$ cat src/rtl/adc_ctrl.sv
// adc_ctrl: ADS1675 LVDS-mode sequencer and deserializer for the single DOUT line.
// Optional feature macro ADC_CTRL_SMP_CNT_EN adds the smp_cnt sample counter output.
module adc_ctrl #(
  parameter int CLK_DIV      = 12,
  parameter int PLL_WAIT_CYC = 17280,
  parameter int SETTLE_BITS  = 1330
) (
  input  logic                         clk,
  input  logic                         rst_n,
  input  logic                         cfg_pwdn,
  input  logic                         cfg_enable,
  input  logic [$clog2(CLK_DIV/3)-1:0] cfg_phase,
  input  logic [4:0]                   cfg_align,
  input  logic                         adc_dout,
  output logic                         adc_pwdn_n,
  output logic                         adc_clk,
  output logic                         adc_start,
  output logic                         smp_valid,
  output logic signed [23:0]           smp_data,
  output logic [2:0]                   state
`ifdef ADC_CTRL_SMP_CNT_EN
  ,
  output logic [31:0]                  smp_cnt
`endif
);

  localparam int HALF    = CLK_DIV / 2;
  localparam int BIT_DIV = CLK_DIV / 3;
  localparam int DIV_W   = $clog2(CLK_DIV);
  localparam int BPH_W   = $clog2(BIT_DIV);
  localparam int WAIT_W  = $clog2(PLL_WAIT_CYC + 2*CLK_DIV + 1);
  localparam int SET_W   = $clog2(SETTLE_BITS + 32 + 1);

  localparam logic [DIV_W-1:0]  DIV_LAST   = DIV_W'(CLK_DIV - 1);
  localparam logic [DIV_W-1:0]  DIV_HALF   = DIV_W'(HALF);
  localparam logic [DIV_W-1:0]  DIV_PRE_FL = DIV_W'(HALF - 1);
  localparam logic [BPH_W-1:0]  BPH_LAST   = BPH_W'(BIT_DIV - 1);
  localparam logic [WAIT_W-1:0] PLL_LAST   = WAIT_W'(PLL_WAIT_CYC - 1);
  localparam logic [WAIT_W-1:0] DWELL_LAST = WAIT_W'(2*CLK_DIV - 1);

  typedef enum logic [2:0] {
    ST_OFF      = 3'd0,
    ST_PLL_WAIT = 3'd1,
    ST_IDLE     = 3'd2,
    ST_SETTLE   = 3'd3,
    ST_RUN      = 3'd4
  } state_t;

  state_t             state_q, state_d;
  logic [DIV_W-1:0]   div_cnt, div_next;
  logic [BPH_W-1:0]   bit_ph, phase_r;
  logic [WAIT_W-1:0]  wait_cnt;
  logic [SET_W-1:0]   tick_cnt, settle_tgt;
  logic               settle_go;
  logic               bit_tick, dwell_done, settle_done, settle_entry, smp_now;
  logic               dout_p0, dout_p1;
  logic [22:0]        shreg;
  logic [4:0]         bit_idx;

  assign div_next     = (div_cnt == DIV_LAST) ? '0 : div_cnt + 1'b1;
  assign bit_tick     = (bit_ph == BPH_LAST);
  assign dwell_done   = (wait_cnt == DWELL_LAST);
  assign settle_done  = settle_go && bit_tick && (tick_cnt == settle_tgt - 1'b1);
  assign settle_entry = (state_q != ST_SETTLE) && (state_d == ST_SETTLE);
  assign smp_now      = (state_q == ST_RUN) && (state_d == ST_RUN) && (bit_ph == phase_r);
  assign state        = state_q;

  // adc_clk is registered so that it sits low during reset while div_cnt is 0
  always_ff @(posedge clk or negedge rst_n) begin
    if (!rst_n) begin
      div_cnt <= '0;
      bit_ph  <= '0;
      adc_clk <= 1'b0;
    end else begin
      div_cnt <= div_next;
      bit_ph  <= (div_next == '0 || bit_tick) ? '0 : bit_ph + 1'b1;
      adc_clk <= (div_next < DIV_HALF);
    end
  end

  always_ff @(posedge clk or negedge rst_n) begin
    if (!rst_n) state_q <= ST_OFF;
    else        state_q <= state_d;
  end

  always_comb begin
    state_d = state_q;
    case (state_q)
      ST_OFF:      if (!cfg_pwdn) state_d = ST_PLL_WAIT;
      ST_PLL_WAIT: if (wait_cnt == PLL_LAST) state_d = ST_IDLE;
      ST_IDLE:     if (cfg_enable && dwell_done) state_d = ST_SETTLE;
      ST_SETTLE:   if (!cfg_enable) state_d = ST_IDLE;
                   else if (settle_done) state_d = ST_RUN;
      ST_RUN:      if (!cfg_enable) state_d = ST_IDLE;
      default:     state_d = ST_OFF;
    endcase
    if (cfg_pwdn) state_d = ST_OFF;
  end

  // IDLE dwell only counts once adc_start is actually low, guaranteeing the START low pulse
  always_ff @(posedge clk or negedge rst_n) begin
    if (!rst_n) begin
      wait_cnt <= '0;
    end else if (state_d != state_q) begin
      wait_cnt <= '0;
    end else if (state_q == ST_PLL_WAIT) begin
      wait_cnt <= wait_cnt + 1'b1;
    end else if (state_q == ST_IDLE && !adc_start && !dwell_done) begin
      wait_cnt <= wait_cnt + 1'b1;
    end
  end

  // settle ticks start after the first adc_clk rise that sees adc_start high
  always_ff @(posedge clk or negedge rst_n) begin
    if (!rst_n) begin
      phase_r    <= '0;
      settle_tgt <= '0;
      settle_go  <= 1'b0;
      tick_cnt   <= '0;
    end else if (settle_entry) begin
      phase_r    <= cfg_phase;
      settle_tgt <= SET_W'(SETTLE_BITS) + SET_W'(cfg_align);
      settle_go  <= 1'b0;
      tick_cnt   <= '0;
    end else if (state_q == ST_SETTLE) begin
      if (adc_start && div_cnt == '0) settle_go <= 1'b1;
      if (settle_go && bit_tick)      tick_cnt  <= tick_cnt + 1'b1;
    end
  end

  // adc_start moves only on the adc_clk falling edge, except for forced power-down
  always_ff @(posedge clk or negedge rst_n) begin
    if (!rst_n) begin
      adc_pwdn_n <= 1'b0;
      adc_start  <= 1'b0;
    end else begin
      adc_pwdn_n <= (state_d != ST_OFF);
      if (state_d == ST_OFF)
        adc_start <= 1'b0;
      else if (div_cnt == DIV_PRE_FL)
        adc_start <= (state_d == ST_SETTLE) || (state_d == ST_RUN);
    end
  end

  // stage p0/p1: DOUT synchronizer
  always_ff @(posedge clk or negedge rst_n) begin
    if (!rst_n) begin
      dout_p0 <= 1'b0;
      dout_p1 <= 1'b0;
    end else begin
      dout_p0 <= adc_dout;
      dout_p1 <= dout_p0;
    end
  end

  // stage p2: MSB-first shift and frame output
  always_ff @(posedge clk or negedge rst_n) begin
    if (!rst_n) begin
      shreg     <= '0;
      bit_idx   <= '0;
      smp_data  <= '0;
      smp_valid <= 1'b0;
    end else begin
      smp_valid <= 1'b0;
      if (state_q != ST_RUN) begin
        bit_idx <= '0;
      end else if (smp_now) begin
        shreg <= {shreg[21:0], dout_p1};
        if (bit_idx == 5'd23) begin
          bit_idx   <= '0;
          smp_data  <= {shreg, dout_p1};
          smp_valid <= 1'b1;
        end else begin
          bit_idx <= bit_idx + 1'b1;
        end
      end
    end
  end

`ifdef ADC_CTRL_SMP_CNT_EN
  always_ff @(posedge clk or negedge rst_n) begin
    if (!rst_n)            smp_cnt <= '0;
    else if (settle_entry) smp_cnt <= '0;
    else if (smp_valid)    smp_cnt <= smp_cnt + 1'b1;
  end
`endif

endmodule

$ cat config.mk
export PLATFORM = sky130hd
export DESIGN_NAME = adc_ctrl
export DESIGN_NICKNAME = d
export VERILOG_FILES = /design/src/rtl/adc_ctrl.sv
export SDC_FILE = /design/constraint.sdc
export NUM_CORES = 1
export LEC_CHECK = 0
export BUFFER_PORTS_ARGS = -buffer_cell sky130_fd_sc_hd__buf_4
export CORE_MARGIN = 3
export CORE_UTILIZATION = 40
export CTS_BUF_LIST = sky130_fd_sc_hd__clkbuf_2
export DETAILED_ROUTE_END_ITERATION = 8
export PLACE_DENSITY = 0.6
export RECOVER_POWER = 100
export SLEW_MARGIN = 20
export SYNTH_ARGS = -nofsm -noshare
export SYNTH_HDL_FRONTEND = slang
export SYNTH_SLANG_ARGS = --single-unit
$ cat constraint.sdc
create_clock -name clk -period 3.05 [get_ports clk]
set_input_delay 0.4575 -clock clk [delete_from_list [all_inputs] [get_ports clk]]
set_output_delay 0.4575 -clock clk [all_outputs]
set_load 0.01 [all_outputs]
# [Word-level counts from Yosys, hierarchy flattened]
# Cells that the tools add are included.
[totals] reg_bits=107 in_bits=12
[op_classes] n_addsub=7 n_lt_le_gt_ge=1 eq_ne=17 muxes=26 bitwise=1 reduce_logical=28
[ops] operator="15-bit 2-to-1 mux" n=3
[ops] operator="11-bit 2-to-1 mux" n=3
[ops] operator="3-bit 2-to-1 mux" n=6
[ops] operator="15-bit by 1-bit adder with 15-bit output (second input constant)" n=1
[ops] operator="15-bit equality test (second input constant)" n=1
[ops] operator="15-bit by 5-bit equality test with 1-bit output (second input constant)" n=1
[ops] operator="5-bit 2-to-1 mux" n=3
[ops] operator="3-bit case mux with 5 select lines" n=1
[ops] operator="11-bit by 1-bit adder with 11-bit output (second input constant)" n=1
[ops] operator="11-bit by 5-bit adder with 11-bit output (first input constant)" n=1
[ops] operator="11-bit equality test" n=1
[ops] operator="11-bit by 1-bit subtractor with 11-bit output (second input constant)" n=1
[ops] operator="2-bit nonzero test" n=5
[ops] operator="3-bit by 2-bit equality test with 1-bit output (second input constant)" n=3
[ops] operator="1-bit logical AND" n=9
[ops] operator="4-bit logical NOT" n=2
[ops] operator="1-bit 2-to-1 mux" n=8
[ops] operator="3-bit equality test (second input constant)" n=2
[ops] operator="3-bit logical NOT" n=2
[ops] operator="2-bit AND reduction" n=3
[ops] operator="3-bit nonzero test" n=2
[ops] operator="5-bit by 1-bit adder with 5-bit output (second input constant)" n=1
[ops] operator="5-bit equality test (second input constant)" n=1
[ops] operator="4-bit by 1-bit adder with 4-bit output (second input constant)" n=1
[ops] operator="16 further kinds" n=18

# [Depth between registers and ports, before layout]
[depth] depth_word=12 mapped_depth=9

# [Worst setup path after synthesis]
# No wires, ideal clock.
[synth_path] path_type="register to register" from="register state_q[1] (netlist: state[1])" to="register smp_data[0]" setup_time_ps=125 arrival_ps=2215 slack_ps=711 path_stages_with_launch=9 path_cell_list="dfrtp_1 > clkbuf_1 > nor2_1 > nand2_1 > nor4_1 > nand2b_1 > nor2_2 > buf_2 > mux2_2"
[synth_between] elab_chain_cells=8
[synth_lines] element="start, declared" line="49" rtl="state_t state_q, state_d;"
[synth_lines] element="start signal, assigned" line="83" rtl="else state_q <= state_d;"
[synth_lines] element="3-bit 2-to-1 mux" line="93" rtl="else if (settle_done) state_d = ST_RUN;"
[synth_lines] element="3-bit 2-to-1 mux" line="92" rtl="ST_SETTLE: if (!cfg_enable) state_d = ST_IDLE;"
[synth_lines] element="3-bit case mux with 5 select lines" line="88" rtl="case (state_q)"
[synth_lines] element="3-bit 2-to-1 mux" line="97" rtl="if (cfg_pwdn) state_d = ST_OFF;"
[synth_lines] element="3-bit equality test" line="65" rtl="assign smp_now = (state_q == ST_RUN) && (state_d == ST_RUN) && (bit_ph == phase_r);"
[synth_lines] element="1-bit logical AND (2 in a row)" line="65"
[synth_lines] element="3-bit AND reduction (no source line) *"
[synth_lines] element="end signal, assigned" line="171" rtl="smp_data <= {shreg, dout_p1};"
[synth_lines] element="end, declared" line="19" rtl="output logic signed [23:0] smp_data,"
# Every way passes the cells marked *; elsewhere a longest branch is shown, timed or not.
# A chain may end at the register's enable or synchronous reset.

# [Worst setup path after layout]
[layout_path] from="register state_q[0] (netlist: state[0])" to="register smp_data[3]"
# Same word-level chain as after synthesis.

==> results.json <==
{
  "cts_hold_buf": 3,
  "use_met2": 0.230,
  "drt.antenna.violating_nets": 0,
  "die_area_sq_mm": 0.0139,
  "cts_resized": 0,
  "syn_inst": 447,
  "fin_area_sq_mm": 0.00556,
  "crit_chain": "o21ai_0 > nand2_1 > nor4_2 > nand2b_1 > nor2_1 > clkbuf_1 > mux2_2",
  "ys_seq_elements": 104,
  "path_max_fanout": 17,
  "drive_above_1_share": 0.176,
  "synth_top_cells_by_count": "dfrtp_1 (104), mux2_2 (52), nand2_1 (27)",
  "fmax_mhz": 374,
  "min_path_type": "input pin to register",
  "floorplan.initialDensity": 0.413,
  "cts_root_buf": "clkbuf_2",
  "cts-buffers-inserted": 9,
  "grt_pass1_wl_um": 17300,
  "synth.area.top_cells": "dfrtp_1 (52%), mux2_2 (12%), xor2_1 (3.3%)",
  "track_usage": 0.150,
  "path_delay_family": "simple AND/OR/NAND/NOR gates",
  "finalNetCount": 515,
  "htreeDepth": 3,
  "fillers": 1176,
  "clk_pin_slew_ns": 0.28,
  "multiInputGateArea_sq_mm": 0.00228,
  "grt_antenna_before_repair": 0,
  "gp_congestion": 0.788,
  "synth_most_common_cell": "dfrtp_1",
  "cts_tree": "done",
  "gr-total-overflow": 0,
  "synth_ff_type": "dfrtp_1",
  "syn_area_sq_mm": 0.00502,
  "status": "finished clean",
  "seqCellArea_sq_mm": 0.00260,
  "num_vias": 3531,
  "ys_types": 55,
  "vdd_drop_max_v": 0.000239,
  "use_met1": 0.206,
  "slew_headroom": 0.200,
  "min_period_over_period": 0.877,
  "io_pins": 43,
  "setup.worst_path.start_class": "register",
  "dr.pass1.iters": 4,
  "maxCapViolCount": 0,
  "place_area_sq_mm": 0.00553,
  "synth_nets": 468,
  "leakagePower_nw": 2.45,
  "crit_required_ns": 3.53,
  "period_minus_slack_ns": 2.67,
  "busiest_layer": "met2",
  "synth-edff-count": 0,
  "io_buffer_count": 42,
  "hold_slack_ns": 0.0694,
  "syn_avg_cell_area_sq_um": 11.2,
  "async_flop_share": 1.00,
  "setup_viol": 0,
  "tightest_slew_ns": 1.20,
  "first_iter_violations": 164,
  "fin_skew_ns": 0.0276,
  "yosysTopAreaCell": "dfrtp_1",
  "cts_setup_buffers": 0,
  "antenna_cells": 0,
  "via_per_inst": 5.29,
  "avgRoutedWirePerCell_um": 14.9,
  "final_util": 0.457,
  "use_met3": 0.0303,
  "tns_ns": 0,
  "routed_wl_um": 9910,
  "crit_buf_inv": 1,
  "grt_max_degree": 78,
  "clock-sinks": 104,
  "stdcell_count": 667,
  "rows": 40,
  "total_power_mw": 2.20,
  "max_stage_delay_ns": 0.65,
  "area_delta_synth_final_pct": 10.6,
  "cp-end-kind": "register",
  "coreArea_sq_mm": 0.0122,
  "drv_slew": 0,
  "ys_seq_area_frac": 0.518,
  "timing.final.ws_setup_ns": 0.377,
  "cp_slowest_cell": "clkbuf_1",
  "grt_pass1_vias": 3547,
  "dieHeight_um": 118,
  "hpwl_um": 6980,
  "worstSkewPairLatency_ns": 0.57,
  "drc": 0,
  "powerDensity_mw_per_mm2": 396,
  "hold_viol_final": 0,
  "dieWidth_um": 118,
  "yosysTopAreaCellShare": 0.518,
  "pre_cts_ws_ns": 0.566,
  "yosysWarnings": 0,
  "cts_buffer_depth": 2,
  "critPathKind": "register to register",
  "dp.cells": 647,
  "rsz0062_at_grt": "false",
  "arrival_ns": 3.15
}
## kinds of logic (layout without fill, tap and decap cells)
| logic type | after synthesis | count (layout) | synth area share |
|---|---|---|---|
| and+or+nand+nor | 142 | 142 | 0.156 |
| DFF | 104 | 104 | 0.518 |
| AOI/OAI and AO/OA | 69 | 69 | 0.0916 |
| muxes | 58 | 58 | 0.128 |
| buffers and inverters | 34 | 86 | 0.0294 |
| xor gates and xnor gates | 31 | 31 | 0.0540 |
| adders and majority gates | 9 | 9 | 0.0224 |
## cell type report
| cell class | count | share of cell area |
|---|---|---|
| Inverter | 16 | 0.0108 |
| Timing Repair Buffer | 54 | 0.0527 |
| Clock inverter | 7 | 0.0122 |
| Clock buffer | 9 | 0.00811 |
| Multi-Input combinational cell | 309 | 0.410 |
| Sequential cell | 104 | 0.468 |
| Tap cell | 168 | 0.0378 |
## placed cells by master, fill, tap and decap left out, types with 15 or more instances in the layout
master	Yosys	routed
a21oi_1	15	15
dfrtp_1	104	104
inv_1	16	16
clkbuf_1	11	36
nor2_1	24	25
xor2_1	19	19
mux2_2	52	52
nand2_1	27	27
a31oi_1	18	18
nand3_1	19	19
## registers in the layout, summed over array words and instances, names as in the netlist, 2 cells and up
register and cells:
phase_r 2, shreg 23, smp_data 24, settle_tgt 8
bit_ph 2, bit_idx 5, wait_cnt 15, state 3
div_cnt 4, tick_cnt 11
## tightest hold or removal path: stages
cell     delay [ns]
buf_4          0.08
nand2_1        0.04
o21ai_0        0.06
## worst paths after layout
| path | startpoint | endpoint | slack (ns) | cells after the start |
|---|---|---|---|---|
| max | state[0] | smp_data[3] | 0.38 | 7 |
| min | cfg_align[0] | settle_tgt[0] | 0.07 | 3 |
| max reg2reg | state[0] | smp_data[3] | 0.38 | 7 |
| min reg2reg | dout_p0 | dout_p1 | 0.40 | 0 |
| max in group asynchronous | rst_n | shreg[6] | 0.81 | 4 |
| min in group asynchronous | rst_n | settle_tgt[6] | 0.60 | 2 |
## report_power, final
group	internal (mW)	total (mW)	switching [mW]
Combinational	0.0515	0.129	0.0779
Clock	0.191	0.644	0.453
Sequential	1.40	1.43	0.0297
Total	1.64	2.20	0.560
## metal layers
metal	part of all wire	wire, um
met3	0.040	398
met2	0.47	4620
met5	0	0
met4	0.016	160
met1	0.48	4730
(Power assumes the default switching activity.)
